### src/rtl/minmax_window_tracker_pkg.sv
// Shared types and constants for the min/max window tracker.
package minmax_window_tracker_pkg;

    localparam int SAMPLE_W = 4;

    // Running-extreme seeds: any real sample replaces them.
    localparam logic [SAMPLE_W-1:0] MIN_INIT = {SAMPLE_W{1'b1}};
    localparam logic [SAMPLE_W-1:0] MAX_INIT = {SAMPLE_W{1'b0}};

    typedef enum logic {
        ACCUM = 1'b0,
        HOLD  = 1'b1
    } state_t;

endpackage

### src/rtl/minmax_window_tracker_if.sv
// Sample-in / result-out handshake bundle for the min/max window tracker.
interface minmax_window_tracker_if;
    import minmax_window_tracker_pkg::*;

    logic                clear;
    logic                in_valid;
    logic                in_ready;
    logic [SAMPLE_W-1:0] in_data;
    logic                out_valid;
    logic                out_ready;
    logic [SAMPLE_W-1:0] out_min;
    logic [SAMPLE_W-1:0] out_max;
    logic [SAMPLE_W-1:0] out_range;
    logic                busy;

    // Producer of samples / consumer of results.
    modport master (
        output clear, in_valid, in_data, out_ready,
        input  in_ready, out_valid, out_min, out_max, out_range, busy
    );

    // The tracker itself.
    modport slave (
        input  clear, in_valid, in_data, out_ready,
        output in_ready, out_valid, out_min, out_max, out_range, busy
    );

endinterface

### src/rtl/minmax_window_tracker_cmp.sv
// Unsigned 4-bit magnitude comparator.
module minmax_window_tracker_cmp
    import minmax_window_tracker_pkg::*;
(
    input  logic [SAMPLE_W-1:0] A,
    input  logic [SAMPLE_W-1:0] B,
    output logic                equal,
    output logic                less_than,
    output logic                greater_than
);

    // Pure combinational magnitude compare of A against B.
    always_comb begin
        equal        = (A == B);
        less_than    = (A <  B);
        greater_than = (A >  B);
    end

endmodule

### src/rtl/minmax_window_tracker.sv
// Tracks running min/max over WINDOW accepted samples and presents
// min, max and range on a valid/ready result port until consumed.
//
//  state | meaning
//  ------+------------------------------------------------------------
//  ACCUM | accepting samples, updating running min/max
//  HOLD  | result presented, waiting for out_ready (no samples taken)
module minmax_window_tracker
    import minmax_window_tracker_pkg::*;
#(
    parameter int WINDOW = 8,
    parameter int CNT_W  = 4
) (
    input  logic                  clk,
    input  logic                  rst_n,
    minmax_window_tracker_if.slave bus
);

    state_t              state_q;
    state_t              state_d;
    logic [CNT_W-1:0]    count_q;
    logic [SAMPLE_W-1:0] min_r;
    logic [SAMPLE_W-1:0] max_r;
    logic [SAMPLE_W-1:0] out_min_q;
    logic [SAMPLE_W-1:0] out_max_q;
    logic [SAMPLE_W-1:0] out_range_q;

    logic                in_ready;
    logic                out_valid;
    logic                busy;

    logic                accept;
    logic                last;
    logic                lt_min;
    logic                gt_max;
    logic [SAMPLE_W-1:0] cand_min;
    logic [SAMPLE_W-1:0] cand_max;

    assign accept = bus.in_valid && in_ready;
    assign last   = (count_q == CNT_W'(WINDOW - 1));

    minmax_window_tracker_cmp u_cmp_min (
        .A            (bus.in_data),
        .B            (min_r),
        .equal        (),
        .less_than    (lt_min),
        .greater_than ()
    );

    minmax_window_tracker_cmp u_cmp_max (
        .A            (bus.in_data),
        .B            (max_r),
        .equal        (),
        .less_than    (),
        .greater_than (gt_max)
    );

    // Extremes including the sample on the bus; the first sample of a
    // window seeds both regardless of the seed values.
    always_comb begin
        cand_min = min_r;
        cand_max = max_r;
        if (count_q == '0 || lt_min) cand_min = bus.in_data;
        if (count_q == '0 || gt_max) cand_max = bus.in_data;
    end

    // State register.
    always_ff @(posedge clk or negedge rst_n) begin
        if (!rst_n) state_q <= ACCUM;
        else        state_q <= state_d;
    end

    // Next-state logic; clear overrides everything, including a handoff.
    always_comb begin
        state_d = state_q;
        if (bus.clear) begin
            state_d = ACCUM;
        end else begin
            case (state_q)
                ACCUM:   if (accept && last) state_d = HOLD;
                HOLD:    if (bus.out_ready)  state_d = ACCUM;
                default: state_d = ACCUM;
            endcase
        end
    end

    // Moore outputs decoded from the state.
    always_comb begin
        in_ready  = 1'b0;
        out_valid = 1'b0;
        busy      = 1'b0;
        case (state_q)
            ACCUM: begin
                in_ready = 1'b1;
                busy     = (count_q != '0);
            end
            HOLD:    out_valid = 1'b1;
            default: in_ready  = 1'b0;
        endcase
    end

    // Window accumulation; clear discards a same-cycle sample.
    always_ff @(posedge clk or negedge rst_n) begin
        if (!rst_n) begin
            count_q <= '0;
            min_r   <= MIN_INIT;
            max_r   <= MAX_INIT;
        end else if (bus.clear) begin
            count_q <= '0;
            min_r   <= MIN_INIT;
            max_r   <= MAX_INIT;
        end else if (accept) begin
            if (last) begin
                count_q <= '0;
                min_r   <= MIN_INIT;
                max_r   <= MAX_INIT;
            end else begin
                count_q <= count_q + CNT_W'(1);
                min_r   <= cand_min;
                max_r   <= cand_max;
            end
        end
    end

    // Result registers: loaded on the window's last accept, kept otherwise.
    always_ff @(posedge clk or negedge rst_n) begin
        if (!rst_n) begin
            out_min_q   <= '0;
            out_max_q   <= '0;
            out_range_q <= '0;
        end else if (!bus.clear && accept && last) begin
            out_min_q   <= cand_min;
            out_max_q   <= cand_max;
            out_range_q <= cand_max - cand_min;
        end
    end

    assign bus.in_ready  = in_ready;
    assign bus.out_valid = out_valid;
    assign bus.busy      = busy;
    assign bus.out_min   = out_min_q;
    assign bus.out_max   = out_max_q;
    assign bus.out_range = out_range_q;

endmodule

### src/flat_wrapper.sv
// flat-port wrapper written by rule: the top's interface ports become plain ports
module minmax_window_tracker_flat import minmax_window_tracker_pkg::*;
#(
    parameter int WINDOW = 8,
    parameter int CNT_W  = 4
)
  (clk, rst_n, bus_clear, bus_in_valid, bus_in_data, bus_out_ready, bus_in_ready, bus_out_valid, bus_out_min, bus_out_max, bus_out_range, bus_busy);
  minmax_window_tracker_if bus_i ();
  input  logic clk;
  input  logic rst_n;
  input wire logic [$bits(bus_i.clear)-1:0] bus_clear;
  input wire logic [$bits(bus_i.in_valid)-1:0] bus_in_valid;
  input wire logic [$bits(bus_i.in_data)-1:0] bus_in_data;
  input wire logic [$bits(bus_i.out_ready)-1:0] bus_out_ready;
  output wire logic [$bits(bus_i.in_ready)-1:0] bus_in_ready;
  output wire logic [$bits(bus_i.out_valid)-1:0] bus_out_valid;
  output wire logic [$bits(bus_i.out_min)-1:0] bus_out_min;
  output wire logic [$bits(bus_i.out_max)-1:0] bus_out_max;
  output wire logic [$bits(bus_i.out_range)-1:0] bus_out_range;
  output wire logic [$bits(bus_i.busy)-1:0] bus_busy;
  assign bus_i.clear = bus_clear;
  assign bus_i.in_valid = bus_in_valid;
  assign bus_i.in_data = bus_in_data;
  assign bus_i.out_ready = bus_out_ready;
  assign bus_in_ready = bus_i.in_ready;
  assign bus_out_valid = bus_i.out_valid;
  assign bus_out_min = bus_i.out_min;
  assign bus_out_max = bus_i.out_max;
  assign bus_out_range = bus_i.out_range;
  assign bus_busy = bus_i.busy;
  minmax_window_tracker #(.WINDOW(WINDOW), .CNT_W(CNT_W)) u_core (.clk(clk), .rst_n(rst_n), .bus(bus_i));
endmodule
### config.mk
export PLATFORM = sky130hd
export DESIGN_NAME = minmax_window_tracker_flat
export DESIGN_NICKNAME = d
export VERILOG_FILES = /design/src/rtl/minmax_window_tracker_pkg.sv /design/src/rtl/minmax_window_tracker_if.sv /design/src/rtl/minmax_window_tracker_cmp.sv /design/src/rtl/minmax_window_tracker.sv /design/src/flat_wrapper.sv
export SDC_FILE = /design/constraint.sdc
export NUM_CORES = 1
export LEC_CHECK = 0
export BUFFER_PORTS_ARGS = -buffer_cell sky130_fd_sc_hd__buf_2
export CORE_ASPECT_RATIO = 0.9
export CORE_MARGIN = 4
export CORE_UTILIZATION = 44
export DETAILED_ROUTE_END_ITERATION = 16
export PLACE_DENSITY = 0.64
export SYNTH_ARGS = -nofsm -noshare
export SYNTH_HDL_FRONTEND = slang
export SYNTH_HIERARCHICAL = 1
export SYNTH_SLANG_ARGS = --single-unit
### constraint.sdc
create_clock -name clk -period 7.9 [get_ports clk]
set_clock_uncertainty 0.15 [all_clocks]
set_input_delay 0.79 -clock clk [delete_from_list [all_inputs] [get_ports clk]]
set_output_delay 0.79 -clock clk [all_outputs]
set_load 0.05 [all_outputs]
==> After elaboration in Yosys (flattened, before gate mapping) <==
Index checks and enable logic that the tools add are counted.
{ "classes": {"add_sub_neg": 2, "n_lt_le_gt_ge": 2, "n_eq_ne": 1, "mux": 18, "n_bitwise": 1, "n_reduce_logical": 10} }
{ "op_table": {"columns": ["cell", "n"], "rows": [
  ["$mux 4", 11],
  ["$mux 1", 6],
  ["$add 4x1->4 const B", 1],
  ["$eq 4x3->1 const B", 1],
  ["$gt 4x4->1", 1],
  ["$logic_and 1x1->1", 4],
  ["$logic_not 4->1", 1],
  ["$lt 4x4->1", 1],
  ["$reduce_bool 4->1", 1],
  ["$sub 4x4->4", 1],
  ["$logic_or 1x1->1", 2],
  ["$pmux 1 s2", 1],
  ["$reduce_bool 2->1", 1],
  ["$logic_not 1->1", 1],
  ["$not 1->1", 1]
]} }
{ "word_totals": {"register_bits": 25, "output_inout_bits": 15, "elab_cells": 41} }

==> Depth between registers and ports, before layout <==
{ "depth": {"depth_word": 6, "depth_mapped": 13, "ltp_nobuf": 13} }

==> Hierarchy <==
Netlist, hierarchy kept.
{ "by_module_without_submodules": {"columns": ["mod", "instances", "cells_each", "area_per_inst_um2"], "rows": [
  ["minmax_window_tracker", 1, 112, 1208.7],
  ["minmax_window_tracker_cmp", 2, 16, 128.9]
]} }

==> Worst setup path after synthesis <==
No wires, ideal clock.
{ "synth_timing": {"path_type": "input port to flip-flop", "from": "input port bus_in_data[1]", "to": "register u_core.out_range_q[3] (netlist: u_core/bus.out_range[3])", "setup_time_ns": 0.077, "arrival_ns": 2.980, "required_time_ns": 7.673, "setup_slack_ns": 4.694, "stages": 12, "path_buffers": 0, "path_cell_list": "ha_1 > nor2b_4 > o21bai_4 > a21oi_2 > nor2_1 > mux2i_1 > inv_1 > ha_1 > a21o_1 > a21oi_1 > xnor3_1 > o21ai_1"} }
{ "synth_between": {"elab_chain_len": 4, "word_cells_on_any_way": 7, "classes_between": "1 x add/sub; 2 x order compare; 2 x mux; 2 x reduce/logical"} }
{ "synth_rtl": {"columns": ["item", "line", "rtl"], "rows": [
  ["start: declaration", "flat_wrapper.sv:13", "input wire logic [$bits(bus_i.in_data)-1:0] bus_in_data;"],
  ["$gt 4x4->1", "minmax_window_tracker_cmp.sv:16", "greater_than = (A > B);"],
  ["net u_core.gt_max", "minmax_window_tracker.sv:35", "logic gt_max;"],
  ["$logic_or 1x1->1", "minmax_window_tracker.sv:64", "if (count_q == '0 || gt_max) cand_max = bus.in_data;"],
  ["$mux 4", "minmax_window_tracker.sv:64", null],
  ["net u_core.cand_max[1]", "minmax_window_tracker.sv:37", "logic [SAMPLE_W-1:0] cand_max;"],
  ["$sub 4x4->4", "minmax_window_tracker.sv:134", "out_range_q <= cand_max - cand_min;"],
  ["end signal: assignment", "minmax_window_tracker.sv:134", null],
  ["end: declaration", "minmax_window_tracker.sv:26", "logic [SAMPLE_W-1:0] out_range_q;"]
]} }
The timed path passes the listed nets, and every way through them passes these cells.
A chain may end at the register's enable or synchronous reset.

==> Final worst setup path <==
Ends and elaborated chain as after synthesis.

==> results.py <==
metrics = {
    "global_route": {
        "antenna_found_initial": 0,
        "track_usage_pct": 15.3,
        "grtUsageMet3_pct": 2.88,
        "met2_usage_pct": 21.6,
        "grt_pass1_vias": 1055,
        "grt-ovfl-total": 0,
        "grt_pass1_wl_um": 5090,
        "grt_max_degree": 26,
        "met1_usage_pct": 23.8,
        "grt-busiest-layer": "met1",
    },
    "cts": {
        "cts_tree": "built",
        "clkSinkCount": 25,
        "htree_levels": 1,
        "ctsHoldBuffers": 0,
        "clk_pin_slew_worst_paths_ns": 0.13,
        "cts_buffer_depth": 2,
        "clock_tree.root_cell": "clkbuf_4",
        "cts_buffers": 3,
        "postCtsSetupRepairBufs": 0,
        "cts_resized": 0,
        "clock_latency_ns": 0.30,
    },
    "floorplanning": {
        "die-area_sq_um": 4260,
        "ios": 24,
        "rows": 19,
        "core-area_sq_um": 3090,
        "start_util_pct": 46.7,
        "chipHeight_um": 62.3,
        "die_w_um": 68.4,
    },
    "cells_and_area": {
        "fin_nets": 189,
        "drive_gt1_share_pct": 26.1,
        "layout_common_cells": "buf_2 (23), dfrtp_1 (21), nand2_1 (20), inv_1 (14)",
        "fill_cells": 281,
        "final_common_cell": "buf_2",
        "diodes": 0,
        "area_delta_synth_final_pct": 12.9,
    },
    "critical_path": {
        "critPathMaxFanout": 4,
        "cp.arrival_ns": 3.31,
        "rr_startpoint": "u_core/min_r[3]$_DFFE_PN1P_",
        "cp-startpoint": "bus_in_data[1]",
        "path_class": "in -> reg",
        "required_ns": 7.98,
        "worstRegToRegCells": 12,
        "end_kind": "flop",
        "crit_path_start_kind": "input pin",
        "r2r_slack_ns": 4.74,
        "r2r-end": "u_core/bus.out_range[3]$_DFFE_PN0P_",
        "worstSetupEndpoint": "u_core/bus.out_range[3]$_DFFE_PN0P_",
    },
    "power_and_ir_drop": {
        "p_per_area_nw_per_um2": 152,
        "p_leak_nw": 0.824,
        "peakVddDrop_mv": 0.0654,
    },
    "yosys": {
        "synthCells": 140,
        "ys_warn_count": 6,
        "avgSynthCellArea_sq_um": 10.3,
        "synth_nets": 163,
        "syn_area_sq_um": 1440,
    },
    "routing": {
        "drt_first_pass_iters": 4,
        "vias_per_cell": 4.92,
        "ant_nets": 0,
        "drt_iter0_drc": 37,
        "vias": 1019,
        "routed_wl_um": 2840,
        "drc": 0,
        "routedWlPerCell_um": 13.7,
    },
    "sta": {
        "max_slew_margin_pct": 46.8,
        "max_freq_mhz": 309,
        "finalSetupViolations": 0,
        "finalMaxSlewViolations": 0,
        "rsz0062_at_grt": "no",
        "hold_ws_ns": 0.294,
        "period_share_pct": 41.0,
        "finalHoldViolCount": 0,
        "post-route-min-period_ns": 3.24,
        "setup_ws_ns": 4.66,
        "tightestPinTransition_ns": 0.794,
        "fin_tns_setup_ns": 0,
    },
    "flow_run": {
        "drv_cap": 0,
    },
    "placed_design": {
        "place_congestion": 0.778,
        "portBuffers": 23,
        "place.detailed.hpwl_um": 2240,
        "pre_cts_ws_ns": 4.31,
    },
    "run_status": {
        "outcome": "completed",
    },
    "hold_path": {
        "hold_class": "in -> async",
    },
}
-- worst min path at each step --
stage	startpoint	end	slack (ns)	depth (start not counted)
floorplan	u_core/max_r[1]$_DFFE_PN0P_	u_core/max_r[1]$_DFFE_PN0P_	0.32	2
global placement	u_core/bus.out_min[3]$_DFFE_PN0P_	u_core/bus.out_min[3]$_DFFE_PN0P_	0.31	2
detailed placement	u_core/bus.out_max[3]$_DFFE_PN0P_	u_core/bus.out_max[3]$_DFFE_PN0P_	0.32	2
CTS	rst_n	u_core/bus.out_max[2]$_DFFE_PN0P_	0.31	1
global route	rst_n	u_core/bus.out_max[2]$_DFFE_PN0P_	0.32	1
finish	rst_n	u_core/bus.out_max[2]$_DFFE_PN0P_	0.29	1
-- per-stage QoR --
stage | power (mW) | instances | util [%] | instance area, sq um
6_report | 0.248 | 207 | 52.8 | 1630
5_1_grt | 0.264 | 207 | 52.8 | 1630
4_1_cts | 0.251 | 207 | 52.8 | 1630
3_5_place_dp | 0.195 | 203 | 51.9 | 1600
3_3_place_gp | 0.195 | 203 | 51.9 | 1600
2_1_floorplan | 0.179 | 140 | - | 1440
-- cell type report --
class | count | area (sq um) | share of cell area [%]
clock buffer | 4 | 26.3 | 1.61
inverter | 14 | 52.6 | 3.22
multi-input combinational | 99 | 753 | 46.2
sequential | 25 | 631 | 38.7
tap | 42 | 52.6 | 3.22
timing repair buffer | 23 | 115 | 7.06
-- layer usage --
layer	share of wire (%)	vias to the layer above
li1	-	524
met4	0.71	0
met2	43	19
met5	0	-
met1	52	474
met3	4.1	2
-- sequential cells by signal, indices dropped and copies added (netlist names) --
name,cells
u_core/max_r,4
u_core/min_r,4
u_core/state_q,1
u_core/bus.out_range,4
u_core/count_q,4
u_core/bus.out_min,4
u_core/bus.out_max,4
-- power by group --
group	switching (mW)	internal, mW
clock network	0.0352	0.0197
registers	0.00360	0.133
logic	0.0315	0.0246
total	0.0703	0.177
-- worst max-delay path: stages --
cell      delay (ns)
buf_2           0.13
ha_1            0.31
nor2b_4         0.14
o21bai_4        0.10
a21oi_2         0.06
nor2_1          0.32
mux2i_1         0.45
inv_1           0.08
ha_1            0.27
a21o_1          0.17
a21oi_1         0.15
xnor3_1         0.22
o21ai_1         0.12
Power figures use the tool's default switching activity.
